[src/rtl/dm_store_unit.sv]
// dm_store_unit: store-side lane steering and write buffer for the MEM stage.
// Accepts SW/SH/SB requests, places the data on the correct byte lanes and
// builds the byte enables. Aligned word writes queue in a DEPTH-entry circular
// buffer, which drains to data memory over a mem_req/mem_ack handshake.
// Optional feature macro: DMSTORE_ALIGN_CHECK_EN enables rejection of
// misaligned SW/SH stores, reported by a one-cycle st_err pulse.
module dm_store_unit #(
  parameter int DEPTH = 2
) (
  input  logic        clk,
  input  logic        reset_n,
  input  logic        st_valid,
  input  logic [2:0]  st_sel,
  input  logic [31:0] st_addr,
  input  logic [31:0] st_data,
  output logic        st_ready,
  output logic        st_err,
  output logic        busy,
  output logic        mem_req,
  output logic [31:0] mem_addr,
  output logic [31:0] mem_wdata,
  output logic [3:0]  mem_be,
  input  logic        mem_ack
);

  localparam int AW = $clog2(DEPTH);
  localparam logic [AW:0] CNT_FULL = DEPTH[AW:0];

  localparam logic [2:0] SEL_SW = 3'd1;
  localparam logic [2:0] SEL_SH = 3'd2;
  localparam logic [2:0] SEL_SB = 3'd3;

  typedef struct packed {
    logic [29:0] word;
    logic [31:0] data;
    logic [3:0]  be;
  } entry_t;

  entry_t          r_mem [DEPTH];
  logic [AW-1:0]   r_wr_ptr;
  logic [AW-1:0]   r_rd_ptr;
  logic [AW:0]     r_count;

  logic            w_is_store;
  logic            w_misaligned;
  logic            w_push;
  logic            w_pop;
  logic            w_empty;
  logic [3:0]      w_be;
  logic [31:0]     w_wdata;
  entry_t          w_head;

  assign w_is_store = (st_sel == SEL_SW) || (st_sel == SEL_SH) || (st_sel == SEL_SB);
  assign w_empty    = (r_count == '0);
  assign st_ready   = (r_count < CNT_FULL);
  assign busy       = !w_empty;
  assign mem_req    = !w_empty;
  assign w_push     = st_valid && st_ready && w_is_store && !w_misaligned;
  assign w_pop      = mem_req && mem_ack;

`ifdef DMSTORE_ALIGN_CHECK_EN
  logic r_err;

  assign w_misaligned = ((st_sel == SEL_SW) && (st_addr[1:0] != 2'b00)) ||
                        ((st_sel == SEL_SH) && st_addr[0]);
  assign st_err       = r_err;

  // Registered error pulse: high for the cycle after a rejected misaligned store.
  always_ff @(posedge clk or negedge reset_n) begin
    if (!reset_n) begin
      r_err <= 1'b0;
    end else begin
      r_err <= st_valid && st_ready && w_is_store && w_misaligned;
    end
  end
`else
  assign w_misaligned = 1'b0;
  assign st_err       = 1'b0;
`endif

  // Lane steering: byte enables and replicated write data for the request.
  always_comb begin
    // NOTE: every always_comb output gets a default first so no path leaves it
    // unassigned; an unassigned path would infer a latch.
    w_be    = 4'b0000;
    w_wdata = 32'h0;
    case (st_sel)
      SEL_SW: begin
        w_be    = 4'b1111;
        w_wdata = st_data;
      end
      SEL_SH: begin
        w_be    = st_addr[1] ? 4'b1100 : 4'b0011;
        w_wdata = {2{st_data[15:0]}};
      end
      SEL_SB: begin
        w_be    = 4'b0001 << st_addr[1:0];
        w_wdata = {4{st_data[7:0]}};
      end
      default: ;
    endcase
  end

  // Buffer storage write port.
  // NOTE: the entry array has no reset; an entry is only visible once count
  // covers it, and the empty-case output gating hides stale contents.
  always_ff @(posedge clk) begin
    if (w_push) begin
      r_mem[r_wr_ptr] <= '{word: st_addr[31:2], data: w_wdata, be: w_be};
    end
  end

  // Pointers and occupancy; push and pop together leave the count unchanged.
  always_ff @(posedge clk or negedge reset_n) begin
    // NOTE: sequential state uses non-blocking assignments so every register
    // samples the pre-edge values regardless of statement order.
    if (!reset_n) begin
      r_wr_ptr <= '0;
      r_rd_ptr <= '0;
      r_count  <= '0;
    end else begin
      if (w_push) r_wr_ptr <= r_wr_ptr + AW'(1);
      if (w_pop)  r_rd_ptr <= r_rd_ptr + AW'(1);
      case ({w_push, w_pop})
        2'b10:   r_count <= r_count + (AW+1)'(1);
        2'b01:   r_count <= r_count - (AW+1)'(1);
        default: r_count <= r_count;
      endcase
    end
  end

  // Head entry drives the memory port; all fields read zero when empty.
  always_comb begin
    w_head    = r_mem[r_rd_ptr];
    mem_addr  = 32'h0;
    mem_wdata = 32'h0;
    mem_be    = 4'b0000;
    if (!w_empty) begin
      mem_addr  = {w_head.word, 2'b00};
      mem_wdata = w_head.data;
      mem_be    = w_head.be;
    end
  end

endmodule
[config.mk]
export PLATFORM = sky130hd
export DESIGN_NAME = dm_store_unit
export DESIGN_NICKNAME = d
export VERILOG_FILES = /design/src/rtl/dm_store_unit.sv
export SDC_FILE = /design/constraint.sdc
export NUM_CORES = 1
export LEC_CHECK = 0
export CORE_MARGIN = 2
export CORE_UTILIZATION = 33
export CTS_CLUSTER_SIZE = 30
export DETAILED_ROUTE_END_ITERATION = 12
export DONT_BUFFER_PORTS = 1
export PLACE_DENSITY = 0.54
export SLEW_MARGIN = 30
export SYNTH_ARGS = -nofsm -noshare
export SYNTH_HDL_FRONTEND = slang
export SYNTH_SLANG_ARGS = --single-unit
[constraint.sdc]
create_clock -name clk -period 13.8 [get_ports clk]
set_clock_uncertainty 0.05 [all_clocks]
set_input_delay 1.38 -clock clk [delete_from_list [all_inputs] [get_ports clk]]
set_output_delay 1.38 -clock clk [all_outputs]
set_load 0.02 [all_outputs]
==> results of run 1 <==
through the flow:
stage                     cell area, um2  power, W  utilization, %
after global routing                6630   0.00148            38.4
after CTS                           6630   0.00144            38.4
after global placement              5950  0.000936            34.5
after detailed placement            5980  0.000948            34.7
final                               6630   0.00142            38.4
after floorplan                     5790  0.000877               -
area by class of cell:
| class | count | area share [%] |
|---|---|---|
| Sequential cell | 136 | 61.4 |
| Multi-Input combinational cell | 235 | 23.6 |
| Clock buffer | 17 | 6.42 |
| Tap cell | 225 | 4.25 |
| Clock inverter | 15 | 3.36 |
| Timing Repair Buffer | 4 | 0.755 |
| Inverter | 3 | 0.170 |
registers in the layout (all words and copies together) (netlist names):
register,count
r_mem,132
r_rd_ptr,1
r_wr_ptr,1
r_count,2
worst max-delay path: stages (launching register included):
cell and delay, ps:
dfrtp_4 840, buf_16 310, mux2i_1 120, nor2_1 390
where the power goes:
group	switching [W]	total, W	internal, W
clock network	0.000169	0.000490	0.000321
registers	0.0000401	0.000533	0.000493
logic	0.000287	0.000394	0.000107
layer usage:
metal	up-vias	wire (um)
met1	1529	5120
met5	-	17
met3	21	1380
li1	1441	-
met2	133	5800
met4	2	196
worst min path at each step:
| stage | start | to | slack (ps) | cells after the start |
|---|---|---|---|---|
| after global placement | r_count[0] | r_count[0] | 500 | 1 |
| final | r_count[0] | r_count[0] | 530 | 1 |
| after global routing | r_count[0] | r_count[0] | 570 | 1 |
| after detailed placement | r_count[0] | r_count[0] | 530 | 1 |
| after CTS | r_count[0] | r_count[0] | 540 | 1 |
| after floorplan | r_count[0] | r_count[0] | 440 | 1 |
cells in the mapped netlist, drive strengths merged (4+ instances only):
library cell / instances
nand3: 8
mux2: 8
clkbuf: 9
dfrtp: 4
nand2: 10
nor2: 89
and2: 9
edfxtp: 132
xnor2: 4
buf: 21
a22oi: 16
a21oi: 11
mux2i: 66
logic make-up (layout without fill, tap and decap cells):
family | count (synthesis) | in the layout | synth area share [%]
XOR/XNOR | 6 | 6 | 1.17
adder cells (fa/ha/maj) | 1 | 1 | 0.216
multiplexers | 74 | 74 | 13.0
flip-flops | 136 | 136 | 70.3
AO/OA/AOI/OAI | 28 | 28 | 3.16
other | 1 | 3 | 0.0649
AND/OR/NAND/NOR | 123 | 123 | 8.98
buffers and inverters | 33 | 39 | 3.10
==> flow_summary_export.csv, run 1 <==
group,metric,value,unit
route,wl_per_cell,19.7,um
synthesis,synth_top_flop_cell,"edfxtp_1",
layout,drive_above_1_share,12.4,%
grt,met1_usage,16.3,%
cts,root_buffer,"clkbuf_16",
cts,cts_buffers,17,
route,routed_wirelength,12500,um
sta,period_share,25.7,%
synthesis,synth-seq-area-share,70.3,%
layout,final_common_cell,"edfxtp_1",
worst_setup_path,path_max_fanout,35,
cts,cts_tree,"built",
synthesis,synth_top_area_share,68.6,%
sta,fmax,0.281,GHz
route,route.detailed.drc,0,
sta,slew_headroom,42.9,%
placement,dp_cells,603,
cts,htree_num_levels,4,
grt,grt_pass1_vias,3109,
worst_setup_path,path_class,"reg2out",
grt,track_usage,13.8,%
worst_setup_path,reg2reg_slack,11060,ps
synthesis,synth_area_leaders,"edfxtp_1 69%, mux2i_1 11%, nor2_1 5.8%",
sta,worstMarginPinSlew,854,ps
floorplan,die_h,136,um
synthesis,synth_warnings,0,
cts,cts_resized,0,
route,via_count,3126,
worst_setup_path,r2r_end,"r_mem[1][43]",
layout,regArea,4070,um2
route,drt-initial-drc-count,158,
floorplan,num_rows,48,
worst_setup_path,end_kind,"output pin",
outcome,status,"finished, final reports clean",
layout,multiInputGateArea,1570,um2
floorplan,die-area,18600,um2
power_and_ir_drop,power.density,214,nW/um2
synthesis,synth_largest_area_cell,"edfxtp_1",
synthesis,synth_area_per_cell,14.4,um2
grt,grt_use_met3,6.67,%
synthesis,synthArstFlopShare,2.94,%
grt,antenna_found_initial,2,
cts,cts_hold_buffers,0,
route,viasPerCell,4.92,
layout,mostFrequentLayoutCells,"132 x edfxtp_1, 86 x nor2_1, 66 x mux2i_1, 17 x clkbuf_16, 16 x a22oi_1",
sta,hold_violations,0,
sta,fin_ws,10250,ps
cts,path_clk_slew,60,ps
power_and_ir_drop,vdd_ir_drop_max,93.9,uV
sta,drv_slew,0,
synthesis,syn_area,5780,um2
placement,portBuffers,0,
layout,num_antenna_cells,0,
sta,rsz0062_at_grt,"false",
worst_setup_path,r2r-start,"r_count[1]",
worst_setup_path,startpoint,"r_rd_ptr",
worst_setup_path,worstPathArrival,2120,ps
cts,cts_sinks,136,
synthesis,synth.distinct_cells,27,
layout,nNetsFinal,469,
flow_run,drv_cap,0,
worst_setup_path,worst_r2r_path_depth,3,
power_and_ir_drop,leakagePower,2.39,nW
placement,place_ws,9980,ps
placement,dp_hpwl,8420,um
route,ant_nets,0,
worst_setup_path,startpoint_type,"flip-flop",
grt,grt_pass1_wl,18400,um
floorplan,io_pins,143,
grt,grt.overflow.total,0,
synthesis,ys_ff_latch,136,
sta,finalSetupTns,0,ps
floorplan,core,17200,um2
synthesis,syn_inst,402,
sta,holdWs,528,ps
synthesis,synth_edf_count,132,
placement,place.gp.congestion,0.825,
route,dr.pass1.iters,4,
layout,finalNonFillerCells,635,
layout,area_growth,14.6,%
worst_setup_path,cp-endpoint,"mem_wdata[19]",
sta,min_period,3550,ps
hold_path,hold_path.class,"reg2reg",
layout,fillers,1621,
cts,clockBufferDepth,2,
floorplan,die_w,136,um
sta,finalSetupViolations,0,
grt,use_met2,21.4,%
grt,gr-max-usage-layer,"met2",
floorplan,initial_core_util,33.5,%
worst_setup_path,critPathRequiredTime,12370,ps
cts,post_cts_buffers,0,
cts,clk_latency,420,ps
grt,grt_max_degree,68,
No activity file was read; power rests on OpenSTA's default activity.
==> inputs of run 2 (changes only) <==
Settings changed: ABC_AREA from default to 1, PLACE_DENSITY 0.54 to 0.55.
Clock period 13.8 ns to 3.25 ns, I/O delays scaled along.
==> flow_summary_export.csv, run 2 <==
group,metric,value,unit
synthesis,synth_area_leaders,"edfxtp_1 70%, nand2_1 12%, a21oi_1 5.8%",
route,route.detailed.drc,0,
layout,num_antenna_cells,0,
floorplan,die_w,135,um
layout,final_area,6860,um2
synthesis,synth_most_common_cell,"nand2_1",
grt,grt_pass1_vias,3731,
worst_setup_path,critPathRequiredTime,2870,ps
route,wl_per_cell,17.0,um
sta,drv_slew,0,
floorplan,num_rows,48,
synthesis,synth_warnings,0,
power_and_ir_drop,leakagePower,2.56,nW
grt,grt.overflow.total,0,
floorplan,core,17100,um2
worst_setup_path,r2r_end,"r_count[1]",
grt,track_usage,15.0,%
layout,area_growth,20.6,%
worst_setup_path,cp_slowest_stage_delay,500,ps
synthesis,synth.distinct_cells,19,
sta,fmax,0.404,GHz
floorplan,io_pins,143,
placement,portBuffers,0,
layout,drive_above_1_share,11.0,%
grt,grt_pass1_wl,20400,um
cts,root_buffer,"clkbuf_16",
placement,postPlaceCellArea,6030,um2
hold_path,hold_path.class,"in2reg",
worst_setup_path,path_class,"reg2out",
sta,finalSetupTns,0,ps
synthesis,synthArstFlopShare,2.94,%
layout,regArea,4070,um2
synthesis,synth-seq-area-share,71.4,%
cts,clockBufferDepth,2,
sta,min_period,2470,ps
synthesis,ys_ff_latch,136,
cts,cts_resized,0,
sta,worstMarginPinSlew,956,ps
floorplan,initial_core_util,33.3,%
grt,antenna_found_initial,0,
worst_setup_path,r2r-start,"r_count[1]",
sta,period_share,76.2,%
synthesis,synthTopCellsByCount,"175 x nand2_1, 132 x edfxtp_1, 66 x a21oi_1, 27 x nand3_1, 23 x inv_1",
placement,dp_hpwl,8620,um
hold_path,hold_depth,3,
synthesis,synth_top_area_share,69.7,%
cts,clk_latency,410,ps
grt,grt_max_degree,68,
power_and_ir_drop,vdd_ir_drop_max,444,uV
worst_setup_path,startpoint_type,"flip-flop",
worst_setup_path,path_max_fanout,35,
route,via_count,3800,
route,ant_nets,0,
layout,nNetsFinal,623,
worst_setup_path,cp-endpoint,"mem_wdata[17]",
cts,path_clk_slew,50,ps
floorplan,die-area,18300,um2
synthesis,synth_largest_area_cell,"edfxtp_1",
worst_setup_path,cp_slowest_cell,"inv_2",
cts,cts_sinks,136,
layout,regMostFlops,"r_mem",
cts,cts_tree,"built",
worst_setup_path,cp_cell_sequence,"inv_2 -> buf_12 -> nand2_1 -> a21oi_1",
worst_setup_path,end_kind,"output pin",
synthesis,synth_top_flop_cell,"edfxtp_1",
layout,largest_register_ffs,132,
layout,final_common_cell,"nand2_1",
cts,cts_buffers,17,
synthesis,synth_area_per_cell,11.3,um2
layout,mostFrequentLayoutCells,"175 x nand2_1, 132 x edfxtp_1, 66 x a21oi_1, 31 x dlygate4sd3_1, 27 x nand3_1",
power_and_ir_drop,power,0.00598,W
floorplan,die_h,135,um
layout,multiInputGateArea,1370,um2
layout,fillers,1620,
flow_run,drv_cap,0,
cts,htree_num_levels,4,
placement,place.gp.congestion,0.853,
layout,reg.largest.list,"r_mem (132), r_count (2)",
worst_setup_path,reg2reg_slack,1440,ps
route,dr.pass1.iters,4,
sta,finalSetupViolations,0,
route,viasPerCell,4.82,
power_and_ir_drop,power.density,872,nW/um2
outcome,status,"finished, final reports clean",
synthesis,syn_inst,505,
route,drt-initial-drc-count,176,
synthesis,synth_edf_count,132,
sta,rsz0062_at_grt,"false",
sta,hold_violations,0,
worst_setup_path,worst_r2r_path_depth,8,
synthesis,syn_area,5690,um2
worst_setup_path,startpoint,"r_rd_ptr",
worst_setup_path,worstPathArrival,2100,ps
sta,slew_headroom,36.0,%
route,routed_wirelength,13400,um
==> run 2: changes by cell type after synthesis, moves of 4 or more <==
cell and change:
o21ai_0 +7, mux2i_1 -66, inv_1 +20, buf_2 +4
buf_4 +4, nand4_1 +12, mux2_2 -8, and2_1 -9
a21oi_1 +55, nand2_1 +165, a22oi_1 -16, nand3_1 +19
nor2_1 -72
==> run 2: worst max-delay path, delay by kind of cell, from the launching register on <==
kind	cells	cell delay, ps
buffers and inverters	2	770
AO/OA/AOI/OAI	1	410
flip-flops	1	400
AND/OR/NAND/NOR	1	80
==> run 2: routing by layer <==
metal	global-route usage (%)	routed length [um]	vias up
met5	0	0	-
met3	6.58	1320	14
met2	24.0	6360	173
met1	18.4	5590	1784
li1	-	-	1829
met4	4.75	145	0
==> run 2: worst min path at each step <==
stage / to / startpoint / slack (ps)
2_1_floorplan: r_count[0] / reset_n / -20
3_3_place_gp: r_rd_ptr / reset_n / -20
3_5_place_dp: r_rd_ptr / reset_n / -20
4_1_cts: r_rd_ptr / mem_ack / 70
5_1_grt: r_mem[1][30] / st_data[26] / 100
6_report: r_rd_ptr / mem_ack / 100
==> run 2: metrics by stage <==
stage	utilization, %	worst slack (ps)	instances	hold WS, ps
final	40.2	775	789	95.8
after global routing	40.2	630	789	101
after CTS	40.2	725	789	70.2
after detailed placement	35.3	1190	726	-20.3
after global placement	35.3	1180	726	-20.3
after floorplan	-	382	507	-20.6
==> run 2: layout make-up <==
type,count,share of cell area [%]
Multi-Input combinational cell,314,20.0
Timing Repair Buffer,56,7.62
Clock inverter,9,0.784
Tap cell,225,4.10
Inverter,26,1.42
Sequential cell,136,59.3
Clock buffer,23,6.82
==> run 2: report_power, final <==
group / switching [W] / total, W / internal (W)
clock: 0.000671 / 0.00168 / 0.00101
combinational: 0.00161 / 0.00211 / 0.000500
sequential: 0.0000588 / 0.00220 / 0.00214
==> run 2: logic make-up after synthesis <==
group	Yosys count	share of synthesized area, %
buf+inv	57	4.82
flops	136	71.4
compound gates	75	6.60
other cells	1	0.0659
simple gates	234	16.7
xor+xnor	1	0.154
fa+ha+maj	1	0.220
==> run 2: repair_timing <==
action,in CTS,in global routing
endpoints found under the hold margin,64,0
hold buffers,31,0
endpoints found under the setup margin,0,0
setup buffers,0,0
==> inputs of run 3 (changes only) <==
Settings changed: PLACE_DENSITY 0.55 to 0.54.
Clock period 3.25 ns to 2.3 ns, I/O delays scaled along.
==> flow_summary_export.csv, run 3 (synthesized netlist as in run 2, its figures left out) <==
group,metric,value,unit
outcome,status,"finished, final reports clean",
power_and_ir_drop,seq_power_share,33.7,%
floorplan,io_pins,143,
placement,portBuffers,0,
sta,fin_ws,188,ps
cts,htree_num_levels,4,
cts,cts_sinks,136,
worst_setup_path,startpoint_type,"flip-flop",
placement,dp_hpwl,9300,um
route,dr_wl_met2,6730,um
route,dr.pass1.iters,5,
layout,multiInputGateArea,1370,um2
power_and_ir_drop,power.internal,0.00579,W
power_and_ir_drop,swShare,37.2,%
cts,cts_tree,"built",
route,route.detailed.drc,0,
sta,min_period,2110,ps
worst_setup_path,cp_slowest_stage_delay,420,ps
floorplan,die_h,135,um
route,via_count,4002,
floorplan,die-area,18300,um2
route,wl_met3,1120,um
hold_path,hold_path.class,"in2reg",
sta,fmax,0.473,GHz
worst_setup_path,path_class,"reg2out",
sta,worstMarginPinSlew,516,ps
route,wl_per_cell,16.2,um
layout,largest_register_ffs,132,
layout,regArea,4070,um2
worst_setup_path,end_kind,"output pin",
worst_setup_path,critPathRequiredTime,2020,ps
power_and_ir_drop,leakagePower,2.84,nW
placement,place.gp.congestion,0.917,
layout,nNetsFinal,678,
floorplan,num_rows,48,
floorplan,die_w,135,um
power_and_ir_drop,power.density,1260,nW/um2
cts,cts_buffers,17,
route,wl_met1,5600,um
worst_setup_path,worstPathArrival,1830,ps
grt,track_usage,15.3,%
sta,drv_slew,0,
placement,place_ws,440,ps
floorplan,core,17100,um2
grt,grt_pass1_vias,3819,
layout,area_growth,28.7,%
cts,path_clk_slew,60,ps
grt,grt_pass1_wl,20700,um
worst_setup_path,path_buf_inv,3,
power_and_ir_drop,vdd_ir_drop_max,783,uV
layout,mostFrequentLayoutCells,"175 x nand2_1, 132 x edfxtp_1, 73 x buf_4, 66 x a21oi_1, 33 x dlygate4sd3_1",
cts,clockBufferDepth,2,
flow_run,drv_cap,0,
route,viasPerCell,4.74,
sta,finalSetupViolations,0,
worst_setup_path,critPathMostFrequentCell,"buf_4",
power_and_ir_drop,switchingPower,0.00343,W
sta,slew_headroom,65.6,%
layout,num_antenna_cells,0,
cts,root_buffer,"clkbuf_16",
route,ant_nets,0,
route,routed_wirelength,13700,um
layout,final_common_cell,"nand2_1",
worst_setup_path,path_max_fanout,16,
grt,grt_max_degree,68,
grt,antenna_found_initial,0,
worst_setup_path,cp_slowest_cell,"dfrtp_2",
sta,rsz0062_at_grt,"false",
cts,clk_latency,410,ps
worst_setup_path,cp_cell_sequence,"inv_2 -> buf_4 -> nand2_1 -> a21oi_1 -> buf_4",
route,drt-initial-drc-count,224,
sta,finalSetupTns,0,ps
power_and_ir_drop,power,0.00922,W
layout,drive_above_1_share,18.1,%
power_and_ir_drop,p_clk_share,25.9,%
power_and_ir_drop,power_frac_comb,40.4,%
layout,finalNonFillerCells,844,
layout,reg.largest.list,"r_mem (132), r_count (2)",
sta,period_share,91.8,%
route,routed.top_layer,"met4",
worst_setup_path,crit_family,"buffers and inverters",
sta,hold_violations,0,
layout,regMostFlops,"r_mem",
placement,dp_cells,779,
cts,post_cts_buffers,0,
floorplan,initial_core_util,33.3,%
grt,grt.overflow.total,0,
layout,fillers,1636,
## run 3: path summary, 6_finish.rpt
check                           start            end  slack (ps)  depth (start not counted)
max                          r_rd_ptr  mem_wdata[10]         190                          5
min in group asynchronous     reset_n       r_rd_ptr          60                          1
max reg2reg                r_count[1]   r_mem[0][39]         530                          4
min reg2reg                  r_wr_ptr       r_wr_ptr         430                          2
min                        st_addr[1]    r_mem[0][3]          20                          2
max in group asynchronous     reset_n       r_rd_ptr        1930                          1
## run 3: metrics by stage
stage | utilization [%] | instance area (um2) | hold WS, ps
floorplan | - | 5710 | -116
global placement | 37.9 | 6470 | -115
detailed placement | 37.9 | 6470 | -115
CTS | 42.8 | 7310 | 0.0690
global route | 42.9 | 7320 | 15.7
finish | 42.9 | 7320 | 18.1
## run 3: power groups by stage
| stage | sequential, W | combinational [W] | clock (W) |
|---|---|---|---|
| 2_1_floorplan | 0.00313 | 0.00226 | 0 |
| 3_3_place_gp | 0.00315 | 0.00371 | 0 |
| 3_5_place_dp | 0.00316 | 0.00374 | 0 |
| 4_1_cts | 0.00311 | 0.00381 | 0.00244 |
| 5_1_grt | 0.00313 | 0.00404 | 0.00256 |
| 6_report | 0.00311 | 0.00373 | 0.00238 |
## run 3: final cells by class
| class | instances | area share [%] |
|---|---|---|
| Clock buffer | 20 | 5.97 |
| Clock inverter | 12 | 1.16 |
| Inverter | 26 | 1.38 |
| Multi-Input combinational cell | 314 | 18.7 |
| Sequential cell | 136 | 55.5 |
| Tap cell | 225 | 3.85 |
| Timing Repair Buffer | 111 | 13.4 |
## run 3: per-layer routing
layer,up-vias,global-route usage [%]
met2,186,24.9
met1,1860,18.8
met4,0,6.02
met5,-,0
met3,18,5.13
li1,1938,-
## run 3: what timing repair did
action | CTS | global route
hold buffers | 32 | 1
resized for setup | 0 | 0
hold endpoints to repair | 65 | 1
